`src/rtl/mem_access_unit.sv`:
```
// Load/store engine between the CPU memory stage and a word-wide memory port.
// Sub-word stores run as read-modify-write pairs; loads return extended lane data.
module mem_access_unit #(
    parameter int unsigned TIMEOUT = 255
) (
    input  logic        clk,
    input  logic        reset_n,
    input  logic        req_valid,
    output logic        req_ready,
    input  logic        req_write,
    input  logic [1:0]  req_size,
    input  logic        req_unsigned,
    input  logic [31:0] req_addr,
    input  logic [31:0] req_wdata,
    output logic        resp_valid,
    output logic [31:0] resp_rdata,
    output logic [1:0]  resp_err,
    output logic [31:0] mem_addr,
    output logic [31:0] mem_din,
    output logic        mem_write,
    input  logic [31:0] mem_dout,
    input  logic        mem_busy,
    output logic [2:0]  state_dbg
);
    // Handshake: a request transfers on a rising edge with req_valid && req_ready;
    // resp_valid is a one-cycle pulse with no back-pressure; a memory phase
    // completes on a rising edge with mem_busy low.
    typedef enum logic [2:0] {IDLE, RD, WR, RMW_RD, RMW_WR, RESP} state_t;

    localparam logic [16:0] TO_LIMIT = 17'(TIMEOUT);

    state_t      state;
    logic [1:0]  size_q;
    logic        uns_q;
    logic [31:0] addr_q;
    logic [31:0] wdata_q;
    logic [31:0] merged_q;
    logic [15:0] tcnt;

    logic        bad_req;
    logic        in_phase;
    logic        timeout_hit;
    logic [7:0]  rd_byte;
    logic [15:0] rd_half;
    logic [31:0] lane_mask;
    logic [31:0] lane_data;
    logic [31:0] load_data;
    logic [31:0] merged;

    assign bad_req = (req_size == 2'b10)
                   || (req_size == 2'b01 && req_addr[0])
                   || (req_size == 2'b11 && req_addr[1:0] != 2'b00);
    assign in_phase = (state == RD) || (state == WR) || (state == RMW_RD) || (state == RMW_WR);
    assign timeout_hit = (TIMEOUT != 0) && (({1'b0, tcnt} + 17'd1) == TO_LIMIT);

    // Lane select and merge, little-endian: byte k at [8k+7:8k], half h at [16h+15:16h].
    always_comb begin
        rd_byte   = 8'(mem_dout >> {addr_q[1:0], 3'b000});
        rd_half   = 16'(mem_dout >> {addr_q[1], 4'b0000});
        lane_mask = (size_q == 2'b00) ? (32'h0000_00FF << {addr_q[1:0], 3'b000})
                                      : (32'h0000_FFFF << {addr_q[1], 4'b0000});
        lane_data = (size_q == 2'b00) ? {4{wdata_q[7:0]}} : {2{wdata_q[15:0]}};
        merged    = (mem_dout & ~lane_mask) | (lane_data & lane_mask);
        case (size_q)
            2'b00:   load_data = {{24{rd_byte[7] & ~uns_q}}, rd_byte};
            2'b01:   load_data = {{16{rd_half[15] & ~uns_q}}, rd_half};
            default: load_data = mem_dout;
        endcase
    end

    always_ff @(posedge clk or negedge reset_n) begin
        if (!reset_n) begin
            state      <= IDLE;
            size_q     <= 2'b00;
            uns_q      <= 1'b0;
            addr_q     <= '0;
            wdata_q    <= '0;
            merged_q   <= '0;
            resp_rdata <= '0;
            resp_err   <= 2'b00;
            tcnt       <= '0;
        end else begin
            case (state)
                IDLE: begin
                    if (req_valid) begin
                        size_q     <= req_size;
                        uns_q      <= req_unsigned;
                        addr_q     <= req_addr;
                        wdata_q    <= req_wdata;
                        resp_rdata <= '0;
                        resp_err   <= 2'b00;
                        tcnt       <= '0;
                        if (bad_req) begin
                            state    <= RESP;
                            resp_err <= 2'b01;
                        end else if (!req_write) begin
                            state <= RD;
                        end else if (req_size == 2'b11) begin
                            state <= WR;
                        end else begin
                            state <= RMW_RD;
                        end
                    end
                end
                RD, WR, RMW_RD, RMW_WR: begin
                    if (mem_busy) begin
                        tcnt <= tcnt + 16'd1;
                        // An abort in RMW_RD never reaches the write phase.
                        if (timeout_hit) begin
                            state    <= RESP;
                            resp_err <= 2'b10;
                        end
                    end else if (state == RD) begin
                        resp_rdata <= load_data;
                        state      <= RESP;
                    end else if (state == RMW_RD) begin
                        merged_q <= merged;
                        tcnt     <= '0;
                        state    <= RMW_WR;
                    end else begin
                        state <= RESP;
                    end
                end
                RESP:    state <= IDLE;
                default: state <= IDLE;
            endcase
        end
    end

    // Decoded straight from state so a reset drops the strobe in the same cycle.
    assign req_ready  = (state == IDLE);
    assign resp_valid = (state == RESP);
    assign mem_write  = (state == WR) || (state == RMW_WR);
    assign mem_addr   = in_phase ? {addr_q[31:2], 2'b00} : 32'h0;
    assign mem_din    = (state == WR) ? wdata_q : ((state == RMW_WR) ? merged_q : 32'h0);
    assign state_dbg  = state;

endmodule

```
`config.mk`:
```
export PLATFORM = sky130hd
export DESIGN_NAME = mem_access_unit
export DESIGN_NICKNAME = d
export VERILOG_FILES = /design/src/rtl/mem_access_unit.sv
export SDC_FILE = /design/constraint.sdc
export NUM_CORES = 1
export LEC_CHECK = 0
export BUFFER_PORTS_ARGS = -buffer_cell sky130_fd_sc_hd__buf_2
export CORE_UTILIZATION = 50
export CTS_BUF_LIST = sky130_fd_sc_hd__clkbuf_8 sky130_fd_sc_hd__clkbuf_16
export DETAILED_ROUTE_END_ITERATION = 10
export GPL_TIMING_DRIVEN = 0
export HOLD_SLACK_MARGIN = 0.12
export PLACE_DENSITY = 0.82
export SLEW_MARGIN = 10
export SYNTH_ARGS = -nofsm -noshare
export SYNTH_HDL_FRONTEND = slang
export SYNTH_SLANG_ARGS = --single-unit
```
`constraint.sdc`:
```
create_clock -name clk -period 3.01 [get_ports clk]
set_clock_uncertainty 0.05 [all_clocks]
set_input_delay 0.4515 -clock clk [delete_from_list [all_inputs] [get_ports clk]]
set_output_delay 0.4515 -clock clk [all_outputs]
set_load 0.01 [all_outputs]
```
==> impl_metrics.ini <==
[placement]
dp_hpwl_um = 16670
routabilityCongestion = 0.9244
port_buffers = 205
placedInstanceArea_um2 = 8991

[cts]
cts_sinks = 152
cts_buffers = 17
clk_latency_ns = 0.43
cts-root-buf = clkbuf_16
post_cts_buffers = 0
clk_pin_slew_ns = 0.07
cts_tree = done
htreeDepth = 4
clk_path_buf_depth = 2

[worst_setup_path]
required_ns = 2.51
cp-startpoint = state_dbg[0]
worstSetupPathType = flop to output pin
r2r_setup_slack_ns = 0.35
crit_fanout = 10
critPathArrivalTime_ns = 2.26
r2r_start = addr_q[0]
start_kind = flop
worstSetupEndpointType = output pin

[sta]
finalCriticalPeriod_ns = 2.763
relSlewSlack_pct = 51.16
timing.fmax_mhz = 361.9
hold_violations = 0
fin_crit_sh_pct = 91.79
rsz0062_at_grt = false
slew_viol_final = 0
finalSetupViolCount = 0
worst_pin_slew_ns = 0.7326

[floorplan]
die_x_um = 126.0
rows = 44
die_h_um = 126.0
die_area_um2 = 15890
start_util_pct = 52.15
core-area_um2 = 14750
io_pins = 208

[global_route]
overflow = 0
antenna_found_initial = 1
grt_max_degree = 88
busiest_layer = met2
grtUsageMet2_pct = 48.07
grt_pass1_wl_um = 36170
grtUsageMet1_pct = 38.36
grt_pass1_vias = 6834
use_met3_pct = 7.944
grt_usage_pct = 29.59

[yosys]
ys_seq_area_share_pct = 49.44
synth.area.top_cells = dfrtp_1 (49%), mux2_2 (10%), o21ai_0 (6.3%), nand2_1 (4.7%), a22o_1 (3.6%)
async_flop_share_pct = 100.0
synth_top_area_share_pct = 49.44
syn-cell-area_um2 = 7694
syn_area_per_cell_um2 = 10.14
synth_edf_count = 0
ys.flop_type = dfrtp_1
synth_cell_types = 58
ys_warn_count = 0
synthCells = 759
yosys_register_bits = 152
yosysTopAreaCell = dfrtp_1

[finish]
fin_area_um2 = 9637
final_cell_mix = buf_2 (207), dfrtp_1 (152), nand2_1 (97), o21ai_0 (97), mux2_2 (70)
nFillCells = 1188
drive_gt1_share_pct = 33.70
area_growth_pct = 25.26
final_net_count = 1091
final_common_cell = buf_2
antenna_cells = 0

[drt]
wl_per_cell_um = 19.39
drtAntennaViolNets = 0
firstDrtPassIters = 8
wl_um = 22900
drt_iter0_drc = 628
drc = 0
routed_via_density = 5.860
dr_total_vias = 6921

[worst_hold_path]
hp-class = input pin to flop
holdCritStartpoint = req_wdata[28]

[outcome]
status = completed

[run]
cap_violations = 0

[power]
power_mw = 9.935
vdd_drop_max_mv = 0.5976
leakage_nw = 4.695
power_density_nw_per_um2 = 1031
area by class of cell:
class	count	area (um2)	area share [%]
Clock inverter	14	170.2	1.766
Multi-Input combinational cell	537	3641	37.78
Timing Repair Buffer	207	1074	11.14
Tap cell	184	230.2	2.389
Buffer	51	211.5	2.194
Inverter	18	67.56	0.7011
Clock buffer	18	439.2	4.557
Sequential cell	152	3804	39.47
registers in the layout, indices dropped and copies added (netlist names):
name,cells
state_dbg,3
resp_err,2
resp_rdata,32
tcnt,16
wdata_q,32
addr_q,32
merged_q,32
uns_q,1
size_q,2
final timing paths:
kind,endpoint,cells past startpoint
max in group asynchronous,addr_q[23],3
min in group asynchronous,resp_rdata[29],2
worst max register to register,resp_rdata[28],6
worst min register to register,resp_rdata[8],1
worst max-delay path,mem_addr[31],6
worst min-delay path,wdata_q[28],2
cells in the mapped netlist (5+ instances only):
cell / n
dfrtp_1: 152
nand2_1: 97
o21ai_0: 97
mux2_2: 70
clkbuf_1: 45
and2_1: 37
a22o_1: 32
nor2_1: 32
mux2i_1: 23
a21oi_1: 21
nor2b_1: 19
inv_1: 18
nor3_1: 9
a21o_1: 8
a221oi_1: 8
nand4_1: 7
o31ai_1: 7
a222oi_1: 5
worst max-delay path, cell delays in order, from the launching register on:
cell	delay, ns
dfrtp_1	0.41
clkbuf_2	0.22
o21a_1	0.28
nor2_2	0.29
clkbuf_1	0.33
and2_1	0.17
buf_2	0.13
metrics by stage:
step	utilization [%]	setup WS (ns)	setup TNS [ns]	hold slack (ns)	std cells
3_5_place_dp	60.94	0.1625	0	0.3801	1150
5_1_grt	65.32	0.07948	0	0.1954	1181
2_1_floorplan	-	0.6937	0	0.1059	760
4_1_cts	65.21	-0.03780	-0.1939	0.1924	1183
6_report	65.32	0.2471	0	0.1994	1181
3_3_place_gp	60.69	-0.8271	-124.23	0.4063	1149
metal layers:
metal	routed length (um)	up-vias	share of wire [%]
met3	2159	50	9.4
li1	-	3142	-
met1	9321	3369	41
met4	571	0	2.5
met2	10850	360	47
met5	0	-	0
power by group:
part           internal, mW  switching, mW  total, mW  leakage [nW]
Combinational          1.83           2.36       4.19          2.46
Clock                  1.33          0.894       2.22         0.300
Sequential             2.90          0.623       3.52          1.93
Total                  6.06           3.88       9.93          4.69
kinds of logic after synthesis:
logic type | Yosys count | synth area share (%)
AOI/OAI and AO/OA | 203 | 17.16
xor gates and xnor gates | 5 | 0.5692
adders and majority gates | 3 | 0.4879
buffers and inverters | 71 | 3.610
DFF | 152 | 49.44
muxes | 94 | 13.53
other | 1 | 0.04874
and+or+nand+nor | 230 | 15.16
repair_timing:
action	in CTS	in global routing
endpoints found under the setup margin	30	60
endpoints found under the hold margin	65	0
resized for setup	3	15
hold buffers	1	0
(Power assumes the default switching activity.)
